<file path="src/rtl/trigger_event_collector_if.sv">
// Bus between the device-event side and the trigger collector.
// The master drives the event lines, the capture mask and the overflow clear.
// The slave (the collector) returns the trigger byte and its status.
interface trigger_event_collector_if;
  logic [7:0] event_in;
  logic [7:0] event_mask;
  logic       overflow_clr;
  logic [7:0] trigger_to_host;
  logic       busy;
  logic [7:0] overflow;

  modport master (
    output event_in,
    output event_mask,
    output overflow_clr,
    input  trigger_to_host,
    input  busy,
    input  overflow
  );

  modport slave (
    input  event_in,
    input  event_mask,
    input  overflow_clr,
    output trigger_to_host,
    output busy,
    output overflow
  );
endinterface

</file>
<file path="src/rtl/trigger_event_collector.sv">
// Trigger event collector.
// Synchronises 8 asynchronous event lines and detects their rising edges.
// Each captured byte is presented to the host-trigger stage in three phases:
//   - it is held for HOLD_CYCLES,
//   - the output is then forced to zero for GAP_CYCLES,
//   - the block then spends at least one cycle in IDLE.
// Edges that arrive while a byte is in flight collect in a pending register
// and go out in the next slot.
module trigger_event_collector #(
  parameter int SYNC_STAGES = 2,
  parameter int HOLD_CYCLES = 8,
  parameter int GAP_CYCLES  = 12
) (
  input  logic                        uc_clk,
  input  logic                        uc_reset,
  trigger_event_collector_if.slave    bus
);

  typedef enum logic [1:0] {IDLE, HOLD, GAP} state_t;

  state_t     state, state_nxt;
  logic [7:0] sync_p [SYNC_STAGES];
  logic [7:0] prev_q;
  logic [7:0] rise;
  logic [7:0] pending_q, pending_nxt;
  logic [7:0] out_q, out_nxt;
  logic [7:0] cnt_q, cnt_nxt;
  logic [7:0] overflow_q, overflow_nxt;
  logic [7:0] ovf_set;
  logic       busy_q;

  // Rising edge of a synchronised, enabled line; prev starts at 0 so a line
  // already high when reset is released still counts once.
  assign rise = sync_p[SYNC_STAGES-1] & ~prev_q & bus.event_mask;

  // Synchroniser chain and previous-sample register for edge detection.
  always_ff @(posedge uc_clk or negedge uc_reset) begin
    if (!uc_reset) begin
      for (int i = 0; i < SYNC_STAGES; i++) sync_p[i] <= '0;
      prev_q <= '0;
    end else begin
      sync_p[0] <= bus.event_in;
      for (int i = 1; i < SYNC_STAGES; i++) sync_p[i] <= sync_p[i-1];
      prev_q <= sync_p[SYNC_STAGES-1];
    end
  end

  // Slot sequencing: next state, held byte, pending accumulation, overflow.
  always_comb begin
    state_nxt   = state;
    pending_nxt = pending_q;
    out_nxt     = out_q;
    cnt_nxt     = cnt_q;
    ovf_set     = '0;
    case (state)
      IDLE: begin
        if ((pending_q | rise) != 8'h00) begin
          out_nxt     = pending_q | rise;
          pending_nxt = '0;
          cnt_nxt     = 8'(HOLD_CYCLES - 1);
          state_nxt   = HOLD;
        end
      end
      HOLD: begin
        // A bit already on the bus is free to queue again; only a second
        // edge on an already-pending bit is lost.
        ovf_set     = rise & pending_q;
        pending_nxt = pending_q | rise;
        if (cnt_q == 8'd0) begin
          out_nxt   = '0;
          cnt_nxt   = 8'(GAP_CYCLES - 1);
          state_nxt = GAP;
        end else begin
          cnt_nxt = cnt_q - 8'd1;
        end
      end
      GAP: begin
        // Always pass through IDLE so the downstream sees a full zero gap.
        ovf_set     = rise & pending_q;
        pending_nxt = pending_q | rise;
        if (cnt_q == 8'd0) begin
          state_nxt = IDLE;
        end else begin
          cnt_nxt = cnt_q - 8'd1;
        end
      end
      default: begin
        state_nxt = IDLE;
        out_nxt   = '0;
        cnt_nxt   = '0;
      end
    endcase
    // A new overflow in the same cycle as a clear survives the clear.
    overflow_nxt = (bus.overflow_clr ? 8'h00 : overflow_q) | ovf_set;
  end

  // State and datapath registers; busy is registered from the next state.
  always_ff @(posedge uc_clk or negedge uc_reset) begin
    if (!uc_reset) begin
      state      <= IDLE;
      pending_q  <= '0;
      out_q      <= '0;
      cnt_q      <= '0;
      overflow_q <= '0;
      busy_q     <= 1'b0;
    end else begin
      state      <= state_nxt;
      pending_q  <= pending_nxt;
      out_q      <= out_nxt;
      cnt_q      <= cnt_nxt;
      overflow_q <= overflow_nxt;
      busy_q     <= (state_nxt != IDLE);
    end
  end

  assign bus.trigger_to_host = out_q;
  assign bus.busy            = busy_q;
  assign bus.overflow        = overflow_q;

endmodule
</file>
<file path="src/flat_wrapper.sv">
// flat-port wrapper written by rule: the top's interface ports become plain ports
module trigger_event_collector_flat 
#(
  parameter int SYNC_STAGES = 2,
  parameter int HOLD_CYCLES = 8,
  parameter int GAP_CYCLES  = 12
)
  (uc_clk, uc_reset, bus_event_in, bus_event_mask, bus_overflow_clr, bus_trigger_to_host, bus_busy, bus_overflow);
  trigger_event_collector_if bus_i ();
  input  logic uc_clk;
  input  logic uc_reset;
  input wire logic [$bits(bus_i.event_in)-1:0] bus_event_in;
  input wire logic [$bits(bus_i.event_mask)-1:0] bus_event_mask;
  input wire logic [$bits(bus_i.overflow_clr)-1:0] bus_overflow_clr;
  output wire logic [$bits(bus_i.trigger_to_host)-1:0] bus_trigger_to_host;
  output wire logic [$bits(bus_i.busy)-1:0] bus_busy;
  output wire logic [$bits(bus_i.overflow)-1:0] bus_overflow;
  assign bus_i.event_in = bus_event_in;
  assign bus_i.event_mask = bus_event_mask;
  assign bus_i.overflow_clr = bus_overflow_clr;
  assign bus_trigger_to_host = bus_i.trigger_to_host;
  assign bus_busy = bus_i.busy;
  assign bus_overflow = bus_i.overflow;
  trigger_event_collector #(.SYNC_STAGES(SYNC_STAGES), .HOLD_CYCLES(HOLD_CYCLES), .GAP_CYCLES(GAP_CYCLES)) u_core (.uc_clk(uc_clk), .uc_reset(uc_reset), .bus(bus_i));
endmodule
</file>
<file path="config.mk">
export PLATFORM = sky130hd
export DESIGN_NAME = trigger_event_collector_flat
export DESIGN_NICKNAME = d
export VERILOG_FILES = /design/src/rtl/trigger_event_collector_if.sv /design/src/rtl/trigger_event_collector.sv /design/src/flat_wrapper.sv
export SDC_FILE = /design/constraint.sdc
export NUM_CORES = 1
export LEC_CHECK = 0
export CAP_MARGIN = 20
export CORE_MARGIN = 2
export CORE_UTILIZATION = 53
export CTS_CLUSTER_DIAMETER = 150
export CTS_CLUSTER_SIZE = 12
export DETAILED_ROUTE_END_ITERATION = 8
export HOLD_SLACK_MARGIN = 0.03
export PLACE_DENSITY_LB_ADDON = 0.3
export SYNTH_ARGS = -nofsm -noshare
export SYNTH_HDL_FRONTEND = slang
export SYNTH_SLANG_ARGS = --single-unit
</file>
<file path="constraint.sdc">
create_clock -name uc_clk -period 2.3 [get_ports uc_clk]
set_input_delay 0.345 -clock uc_clk [delete_from_list [all_inputs] [get_ports uc_clk]]
set_output_delay 0.345 -clock uc_clk [all_outputs]
set_load 0.005 [all_outputs]
</file>
== Yosys cells after proc, flatten, opt, wreduce, memory -nomap -nowiden ==
Cells that the tools add are included.
W data, S select, Z words.

* Register bits: 59
* Input bits: 19
* Output and inout port bits: 17
* Logic and storage cells: 46

* Add/subtract/negate cells: 1
* Eq/ne operators: 5
* Multiplexer cells: 15
* Bitwise logic cells: 7
* Reductions and logical operators: 9

{| class="wikitable"
|+ Operators by type and width
! operator !! count
|-
| $mux W8 || 8
|-
| $pmux W8 S3 || 2
|-
| $and A8 B8 Y8 || 3
|-
| $or A8 B8 Y8 || 2
|-
| $pmux W8 S2 || 1
|-
| $logic_not A8 Y1 || 1
|-
| $not A8 Y8 || 1
|-
| $reduce_bool A8 Y1 || 1
|-
| $sub A8 B1 Y8 const B || 1
|-
| $mux W2 || 3
|-
| $pmux W2 S3 || 1
|-
| $ne A2 B1 Y1 const B || 2
|-
| $reduce_and A2 Y1 || 2
|-
| $reduce_bool A2 Y1 || 2
|-
| $reduce_and A3 Y1 || 1
|-
| $eq A2 B1 Y1 const B || 1
|-
| $eq A2 B2 Y1 const B || 1
|-
| $logic_not A2 Y1 || 1
|-
| $ne A2 B2 Y1 const B || 1
|-
| $reduce_or A2 Y1 || 1
|-
| $not A1 Y1 || 1
|}

== Depth between registers and ports, before layout ==
Gate-level depths: netlist of the first run.

* Depth after elaboration: 8
* Gate-level depth with buffers: 8
* Depth with buffers taken out: 7

== Worst setup path after synthesis of the first run ==
OpenSTA, ideal clock, no wires.

* Path kind: register -> register
* From: reg u_core.cnt_q[0]
* To: reg u_core.out_q[0], in the netlist u_core.bus.trigger_to_host[0]
* Setup time: 0.133 ns
* Arrival: 1.557 ns
* Required time: 2.167 ns
* Path slack: 0.609 ns
* Stages on the path, launching flop included: 8
* Path buffers: 0
* Period minus slack after synthesis: 1.691 ns
* Path through: dfrtp_1 > inv_1 > ha_1 > nor3b_1 > nand2_2 > a21oi_2 > a21boi_4 > o22ai_1

* Cells in the longest elaborated chain, start to end: 3

{| class="wikitable"
|+ Ends and longest elaborated chain
! item !! line !! text
|-
| start: declaration || trigger_event_collector.sv:27 || <nowiki>logic [7:0] cnt_q, cnt_nxt;</nowiki>
|-
| start signal: assignment || trigger_event_collector.sv:110 || <nowiki>cnt_q <= cnt_nxt;</nowiki>
|-
| $logic_not A8 Y1 || trigger_event_collector.sv:69 || <nowiki>if (cnt_q == 8'd0) begin</nowiki>
|-
| $ne A2 B1 Y1 (no line) || -- ||
|-
| $reduce_and A3 Y1 (no line) || -- ||
|-
| end signal: assignment || trigger_event_collector.sv:109 || <nowiki>out_q <= out_nxt;</nowiki>
|-
| end: declaration || trigger_event_collector.sv:26 || <nowiki>logic [7:0] out_q, out_nxt;</nowiki>
|}

Every way passes these cells.
A chain may end at the register's enable or synchronous reset.

== Worst setup path in the final report of the first run ==
* From: reg u_core.cnt_q[0]
* To: reg u_core.out_q[4], in the netlist u_core.bus.trigger_to_host[4]

The elaborated chain is that of the path after synthesis.

==> results_dict.tcl, run 1 <==
set metrics [dict create \
    outcome "finished clean" \
    synth_ff_type "dfrtp_1" \
    syn_to_final_growth_pct 26.6 \
    maxSlewViolCount 0 \
    cts_tree "yes" \
    clk_path_buf_depth 2 \
    path_depth 7 \
    worstReg2RegEnd "u_core.bus.trigger_to_host[4]" \
    ant_nets 0 \
    grt_use_met2_pct 31.5 \
    drive_gt1_share_pct 13.6 \
    worstPathCellList "inv_1 -> ha_1 -> nor3b_1 -> nand2_2 -> a21oi_2 -> a21boi_4 -> o22ai_1" \
    nFillCells 336 \
    path_delay_family "compound AO/OA/AOI/OAI gates" \
    async_flop_share_pct 100 \
    reg2reg_from "u_core.cnt_q[0]" \
    p_per_area_mw_per_mm2 1200 \
    ys_warn_count 0 \
    cp.required_ns 2.50 \
    first_iter_violations 139 \
    cts_inserted_buffers 9 \
    via_per_inst 5.41 \
    cpMaxStageDelayCell "dfrtp_1" \
    avgSynthCellArea_um2 11.0 \
    place_congestion 0.872 \
    hold_path.class "input port to async pin" \
    post_cts_resized 0 \
    ir_drop_mv 0.757 \
    synth_cell_types 40 \
    busiest_layer "met2" \
    diodes 0 \
    worstSetupEndpoint "u_core.bus.trigger_to_host[4]" \
    core.rowCount 24 \
    critical_path_peak_fanout 8 \
    post-route-drc-count 0 \
    period_needed_ns 1.97 \
    dr_total_vias 1791 \
    max_stage_delay_ns 0.40 \
    routedWlPerCell_um 14.6 \
    grt_pass1_wl_um 8470 \
    coreArea_mm2 0.00444 \
    seqCellArea_mm2 0.00148 \
    grt_max_degree 33 \
    synth_edf_count 0 \
    clock_latency_ns 0.33 \
    cp.arrival_ns 2.17 \
    max_freq_mhz 507 \
    hpwlAfterDp_um 3370 \
    leakagePower_uw 0.00141 \
    place_area_mm2 0.00293 \
    ys_seq_area_share_pct 59.4 \
    finClkSkew_ns 0.00544 \
    r2r_slack_ns 0.33 \
    start_util_pct 55.9 \
    die_x_um 72.5 \
    rr_worst_depth 7 \
    use_met1_pct 30.8 \
    period_share_pct 85.7 \
    max_slew.worst_pin.slew_ns 0.638 \
    crit_buf_inv 1 \
    wl_um 4830 \
    hold_viol_final 0 \
    rsz0062_at_grt "false" \
    dr.pass1.iters 4 \
    synthCells 225 \
    yosys_register_bits 59 \
    clock-sinks 59 \
    netlist_area_mm2 0.00249 \
    holdBufCountCts 0 \
    io_pins 36 \
    met3_usage_pct 7.92 \
    setup_viol 0 \
    grt-ovfl-total 0 \
    die_h_um 72.5 \
    cts_setup_buffers 0 \
    grt_pass1_vias 1787 \
    grt_usage_pct 22.0 \
    worstSetupStartpoint "u_core.cnt_q[0]" \
    fin_nets 299 \
    clkTransAtPathRegs_ns 0.06 \
    cts_root_buffer "clkbuf_8" \
    design_area_mm2 0.00315 \
    multi_input_area_um2 896 \
    portBuffers 35 \
    dieArea_mm2 0.00525 \
    synth_nets 250 \
    cp-end-kind "flop" \
    worstSetupPathType "flop to flop" \
    tns_ns 0 \
    antenna_found_initial 0 \
    start_kind "flop" \
    htreeDepth 3 \
    max-cap-violations 0 \
    slew_headroom_pct 57.4 \
]
[worst min-delay path by stage]
stage | cells past startpoint | end | from | slack, ns
2_1_floorplan | 0 | u_core.bus.busy | uc_reset | 0.05
3_3_place_gp | 0 | u_core.sync_p[0] | u_core.sync_p[8] | 0.33
3_5_place_dp | 0 | u_core.sync_p[2] | u_core.sync_p[10] | 0.34
4_1_cts | 1 | u_core.bus.trigger_to_host[5] | uc_reset | 0.05
5_1_grt | 1 | u_core.pending_q[5] | uc_reset | 0.08
6_report | 1 | u_core.prev_q[1] | uc_reset | 0.03
[kinds of logic (layout without fill, tap and decap cells)]
kind of cell | after synthesis | after routing | synth area share [%]
buffers and inverters | 28 | 82 | 4.58
AND/OR/NAND/NOR | 79 | 79 | 17.6
flip-flops | 59 | 59 | 59.4
multiplexers | 2 | 2 | 1.01
adder cells (fa/ha/maj) | 6 | 6 | 3.02
AO/OA/AOI/OAI | 51 | 51 | 14.4
[cells in the mapped netlist (all sizes together) (2+ instances only)]
library cell  number  area, um2
dfrtp             59       1480
buf                2       16.3
o22ai             11       68.8
and2               9       58.8
o21bai             2       15.0
nand2             19       73.8
nor2              30        115
and3b              8       70.1
inv               25       93.8
a32o               2       20.0
nor4               5       71.3
ha                 6       75.1
o21ai             12       60.1
a21oi             11       73.8
o2111ai            2       17.5
nor3               4       20.0
a31o               2       17.5
[worst register-to-register path, delay by kind of cell, from the launching register on]
| family | cells | cell delay [ns] |
|---|---|---|
| AOI/OAI and AO/OA | 3 | 0.65 |
| and+or+nand+nor | 2 | 0.54 |
| adders and majority gates | 1 | 0.16 |
| DFF | 1 | 0.40 |
| buffers and inverters | 1 | 0.10 |
[metal layers]
metal  share of wire [%]  wire length, um
met1                  48             2320
met2                  45             2200
met3                 4.8              231
met4                 1.8               88
met5                   0                0
[cells in the final DEF, fill, tap and decap left out, drive strengths merged]
cell            n
a31o            2
and2            9
a211o           1
nor2           30
a311oi          1
nor2b           1
and4            1
clkinv          2
a311o           1
a31oi           1
a21o            1
mux2            1
nor3            4
a21boi          1
o21bai          2
and3b           8
a211oi          1
a32o            2
nor3b           1
clkinvlp        1
clkdlybuf4s50  34
clkbuf         12
dfrtp          59
mux2i           1
bufinv          1
nand4           1
o21ai          12
o22ai          11
o2111ai         2
a2bb2oi         1
nor4            5
a21oi          11
buf             7
nand2          19
o2bb2ai         1
ha              6
inv            25
[state kept, by name (all words and copies together) (netlist names)]
name,count
u_core.cnt_q,8
u_core.state,2
u_core.bus.trigger_to_host,8
u_core.sync_p,16
u_core.bus.overflow,8
u_core.bus.busy,1
u_core.pending_q,8
u_core.prev_q,8
[area by class of cell]
cell class	instances	area share, %
repair buffers	41	12.8
inverters	25	2.98
multi-input cells	138	28.5
clock inverters	4	1.51
clock buffers	12	5.25
well taps	52	2.07
flip-flops and latches	59	46.9
[stage by stage]
stage / hold WS [ns] / std cells / total power (uW) / utilization [%] / setup slack (ns)
3_3_place_gp: 0.333 / 315 / 2790 / 66.0 / 0.181
6_report: 0.0318 / 331 / 3790 / 70.8 / 0.329
5_1_grt: 0.0786 / 331 / 4060 / 70.8 / 0.196
4_1_cts: 0.0473 / 331 / 3820 / 70.8 / 0.314
3_5_place_dp: 0.338 / 315 / 2830 / 66.0 / 0.131
2_1_floorplan: 0.0494 / 225 / 2340 / - / 0.609
[power by group]
part / switching, uW / internal (uW)
Combinational: 677 / 644
Sequential: 214 / 1280
Clock: 385 / 584
Total: 1280 / 2510
Power figures use the tool's default switching activity.
==> run 2, diff against run 1 <==
CORE_UTILIZATION = 58   (was 53)
DONT_BUFFER_PORTS = 1   (was not set)
==> run 2 against run 1 <==
  * Sequential power is essentially flat
  * Clock-buffer cell count is the same
  * Largest cell class unchanged
  * Highest routed layer unchanged
  * Hold slack gained 0.073 ns
  * Final cell count shrank 9.7%
  * Via count shrank 7.8%
  * Sequential share of layout area grew 4.7 points
  * Global-route usage grew 0.076 points
  * Routed wire length shrank 3.8%
  * Largest power group unchanged
  * Critical endpoint is now u_core.cnt_q[4]
  * First-iteration DRC count shrank 22%
  * Worst setup slack lost 0.026 ns
  * Critical path type unchanged
==> results_dict.tcl, run 2 (synthesis gave the netlist of run 1 again) <==
set metrics [dict create \
    crit_buf_inv 0 \
    grt_usage_pct 22.0 \
    drive_gt1_share_pct 12.9 \
    period_needed_ns 2.00 \
    cp-end-kind "flop" \
    die_h_um 69.5 \
    outcome "finished clean" \
    nFillCells 291 \
    leakagePower_uw 0.00130 \
    fin_nets 269 \
    rr_worst_depth 5 \
    worstPathCellList "and3b_1 -> nor4_2 -> and4_1 -> nand2_1 -> a32o_1" \
    setup_viol 0 \
    coreArea_mm2 0.00406 \
    hold_viol_final 0 \
    cpMaxStageDelayCell "and4_1" \
    grt_max_degree 60 \
    clock_latency_ns 0.34 \
    post-route-drc-count 0 \
    antenna_found_initial 0 \
    dr.pass1.iters 5 \
    start_util_pct 61.3 \
    place_congestion 0.893 \
    hpwlAfterDp_um 3100 \
    hold_slack_ns 0.104 \
    reg2reg_from "u_core.sync_p[5]" \
    clock-sinks 59 \
    critical_path_peak_fanout 8 \
    design_area_mm2 0.00286 \
    min_path_cells 1 \
    path_delay_family "simple AND/OR/NAND/NOR gates" \
    cts_inserted_buffers 9 \
    power_uw 3570 \
    worstSetupPathType "flop to flop" \
    wl_um 4650 \
    hold_path_end "u_core.bus.overflow[6]" \
    cts_tree "yes" \
    final_cell_mix "dfrtp_1, nor2_1, inv_1" \
    place_area_mm2 0.00254 \
    diodes 0 \
    multi_input_area_um2 896 \
    rsz0062_at_grt "false" \
    io_pins 36 \
    worstReg2RegEnd "u_core.cnt_q[4]" \
    max_freq_mhz 501 \
    top_register "u_core.sync_p" \
    cts_root_buffer "clkbuf_8" \
    max_slew.worst_pin.slew_ns 0.602 \
    dieArea_mm2 0.00483 \
    grt-ovfl-total 0 \
    clk_path_buf_depth 2 \
    via_per_inst 5.52 \
    ant_nets 0 \
    grt_pass1_wl_um 8040 \
    die_x_um 69.5 \
    slew_headroom_pct 59.5 \
    start_kind "flop" \
    max_stage_delay_ns 0.53 \
    period_share_pct 86.8 \
    p_per_area_mw_per_mm2 1250 \
    cp.arrival_ns 2.22 \
    cp.required_ns 2.52 \
    syn_to_final_growth_pct 14.9 \
    ir_drop_mv 0.755 \
    final_util_pct 70.4 \
    grt_pass1_vias 1670 \
    r2r_slack_ns 0.30 \
    finClkSkew_ns 0.00708 \
    portBuffers 0 \
    clkTransAtPathRegs_ns 0.06 \
    routedWlPerCell_um 15.6 \
    hold_path.class "input port to flop" \
    first_iter_violations 108 \
    htreeDepth 3 \
    core.rowCount 23 \
    largest_register_ffs 16 \
    seqCellArea_mm2 0.00148 \
    min-delay-start "bus_overflow_clr" \
    maxSlewViolCount 0 \
    dr_total_vias 1651 \
    tns_ns 0 \
    max-cap-violations 0 \
    layout_commonest_cell "dfrtp_1" \
]
run 2: cell types whose count changed in the layout (fill, tap and decap cells not counted), sizes merged:
cell           before  now
buf                 7    2
clkdlybuf4s50      34    0
clkinv              2    3
clkinvlp            1    0
dlygate4sd3         0    9
run 2: worst max path at each step:
stage                      start                             to  slack, ns  depth (start not counted)
4_1_cts         u_core.sync_p[4]                u_core.cnt_q[4]       0.33                          5
3_5_place_dp    u_core.sync_p[4]                u_core.cnt_q[4]       0.34                          5
5_1_grt         u_core.sync_p[5]                u_core.state[1]       0.19                          5
2_1_floorplan    u_core.cnt_q[0]  u_core.bus.trigger_to_host[0]       0.61                          7
6_report        u_core.sync_p[5]                u_core.cnt_q[4]       0.30                          5
3_3_place_gp   bus_event_mask[5]                u_core.cnt_q[4]       0.35                          5
run 2: through the flow:
stage	std cells	worst slack (ns)
6_report	299	0.303
3_3_place_gp	273	0.351
5_1_grt	299	0.188
3_5_place_dp	273	0.341
4_1_cts	299	0.331
2_1_floorplan	225	0.609
run 2: area by class of cell:
type,instances,share of cell area [%]
Clock buffer,12,5.43
Inverter,25,3.28
Sequential cell,59,51.7
Multi-Input combinational cell,138,31.3
Clock inverter,4,1.71
Tap cell,50,2.19
Timing Repair Buffer,11,4.38
run 2: timing repair:
action	CTS	global route
hold endpoints to repair	67	0
setup endpoints to repair	0	0
resized for setup	0	0
setup buffers	0	0
hold buffers	10	0
run 2: where the power goes:
group / total, uW / internal [uW] / switching (uW)
Combinational: 1100 / 481 / 617
Clock: 950 / 557 / 393
Sequential: 1520 / 1280 / 241
Total: 3570 / 2320 / 1250
run 2: worst register-to-register path, cell delays in order, from the launching register on:
cell	delay, ns
dfrtp_1	0.38
and3b_1	0.20
nor4_2	0.31
and4_1	0.53
nand2_1	0.20
a32o_1	0.26
run 2: routing by layer:
layer	GRT usage, %	part of all wire, %	vias to the layer above
li1	-	-	812
met1	29.5	47	794
met2	31.8	46	38
met3	10.0	5.3	7
met4	7.84	1.7	0
met5	0	0	-
==> run 3, diff against run 2 <==
PLACE_DENSITY = 0.71   (was not set)
PLACE_DENSITY_LB_ADDON = not set   (was 0.3)
SLEW_MARGIN = 20   (was not set)
==> run 3 against run 2 <==
  * Register-to-register slack lost 0.06 ns
  * Core utilization decreased by 0.12 points
  * Final cell count did not move
  * Sequential share of layout area increased by 0.091 points
  * Non-clock buffer count unchanged
  * Via count is 3.6% higher
==> results_dict.tcl, run 3 (synthesis gave the netlist of run 1 again) <==
set metrics [dict create \
    outcome "finished clean" \
    io_pins 36 \
    finClkSkew_ns 0.0106 \
    slew_headroom_pct 62.6 \
    die_x_um 69.5 \
    dpl_worst_slack_ns 0.272 \
    hold_viol_final 0 \
    maxSlewViolCount 0 \
    drive_gt1_share_pct 13.3 \
    largest_register_ffs 16 \
    tns_ns 0 \
    cp-end-kind "flop" \
    p_switching_uw 1310 \
    place_congestion 0.820 \
    layout_commonest_cell "dfrtp_1" \
    hold_slack_ns 0.103 \
    p_sw_share_pct 36.7 \
    p_per_area_mw_per_mm2 1250 \
    max-cap-violations 0 \
    clkPwrFrac_pct 25.9 \
    cts_root_buffer "clkbuf_8" \
    core.rowCount 23 \
    layout_setup_ws_ns 0.239 \
    dr.pass1.iters 5 \
    critical_path_peak_fanout 8 \
    top_register "u_core.sync_p" \
    grt-ovfl-total 0 \
    dieArea_mm2 0.00483 \
    clock_latency_ns 0.34 \
    cts_tree "yes" \
    dr_total_vias 1711 \
    grt_max_degree 60 \
    diodes 0 \
    rsz0062_at_grt "false" \
    pwr-share-comb_pct 31.7 \
    share_seq_of_total_power_pct 42.4 \
    fin_nets 269 \
    cts_setup_buffers 0 \
    wl_um 5000 \
    ant_nets 0 \
    grt_pass1_wl_um 8400 \
    worstSetupPathType "flop to flop" \
    max_slew.worst_pin.slew_ns 0.556 \
    hpwlAfterDp_um 3460 \
    setup_viol 0 \
    nFillCells 287 \
    start_kind "flop" \
    r2r_slack_ns 0.24 \
    routedWlPerCell_um 16.7 \
    cts_inserted_buffers 9 \
    antenna_found_initial 0 \
    htreeDepth 3 \
    start_util_pct 61.3 \
    syn_to_final_growth_pct 14.7 \
    ir_drop_mv 0.632 \
    coreArea_mm2 0.00406 \
    period_share_pct 89.6 \
    final_util_pct 70.3 \
    portBuffers 0 \
    first_iter_violations 126 \
    clkTransAtPathRegs_ns 0.07 \
    clk_path_buf_depth 2 \
    clock-sinks 59 \
    hold_path.class "input port to flop" \
    die_h_um 69.5 \
    final_cell_mix "dfrtp_1, nor2_1, inv_1" \
    grt_pass1_vias 1730 \
    cp.arrival_ns 2.28 \
    period_needed_ns 2.06 \
    grt_usage_pct 23.1 \
    intPower_uw 2260 \
    via_per_inst 5.72 \
    post-route-drc-count 0 \
    cp.required_ns 2.52 \
    leakagePower_uw 0.00129 \
    max_freq_mhz 485 \
]
==> run 3: changes by cell type in the layout (fill, tap and decap cells not counted) <==
cell	change
clkbuf_8	-2
inv_6	+2
clkinvlp_4	+3
clkbuf_1	-1
clkinv_2	-1
clkinv_4	-1
==> run 3: cell type report <==
class	instances	area (um2)	area share [%]
sequential	59	1480	51.8
multi-input combinational	138	896	31.4
timing repair buffer	11	125	4.39
clock buffer	9	124	4.34
inverter	25	93.8	3.29
clock inverter	7	75.1	2.63
tap	50	62.6	2.19
==> run 3: what timing repair did <==
action | CTS | global route
endpoints found under the hold margin | 67 | 0
hold buffers | 10 | 0
gates resized for setup | 0 | 0
==> run 3: critical path, stage by stage (launching register included) <==
cell and delay, ns:
dfrtp_1 0.38, and3b_1 0.21, nor4_2 0.32, and4_1 0.53, nand2_1 0.21, a311oi_1 0.29
==> run 3: final timing paths <==
path | startpoint | end | depth (start not counted)
max in group asynchronous | uc_reset | u_core.cnt_q[0] | 2
worst max-delay path | u_core.sync_p[5] | u_core.state[1] | 5
worst min-delay path | bus_overflow_clr | u_core.bus.overflow[1] | 1
worst min register to register | u_core.sync_p[13] | u_core.sync_p[5] | 0
min in group asynchronous | uc_reset | u_core.bus.overflow[1] | 2
worst max register to register | u_core.sync_p[5] | u_core.state[1] | 5
==> run 3: metal layers <==
metal | track usage, % | up-vias | share of wire, %
li1 | - | 805 | -
met5 | 0 | - | 0
met2 | 34.0 | 52 | 47
met1 | 30.6 | 848 | 45
met3 | 8.14 | 6 | 6.4
met4 | 11.3 | 0 | 1.3
==> run 3: power by group through the flow <==
| stage | sequential, uW | combinational, uW | clock [uW] |
|---|---|---|---|
| finish | 1510 | 1130 | 925 |
| global route | 1540 | 1270 | 1000 |
| global placement | 1510 | 1030 | 0 |
| detailed placement | 1530 | 1070 | 0 |
| floorplan | 1470 | 863 | 0 |
| CTS | 1510 | 1120 | 951 |
==> run 3: metrics by stage <==
| stage | total power (uW) | cell area (um2) | instances |
|---|---|---|---|
| 5_1_grt | 3820 | 2850 | 299 |
| 3_5_place_dp | 2600 | 2540 | 273 |
| 6_report | 3570 | 2850 | 299 |
| 3_3_place_gp | 2540 | 2540 | 273 |
| 2_1_floorplan | 2340 | 2490 | 225 |
| 4_1_cts | 3590 | 2850 | 299 |
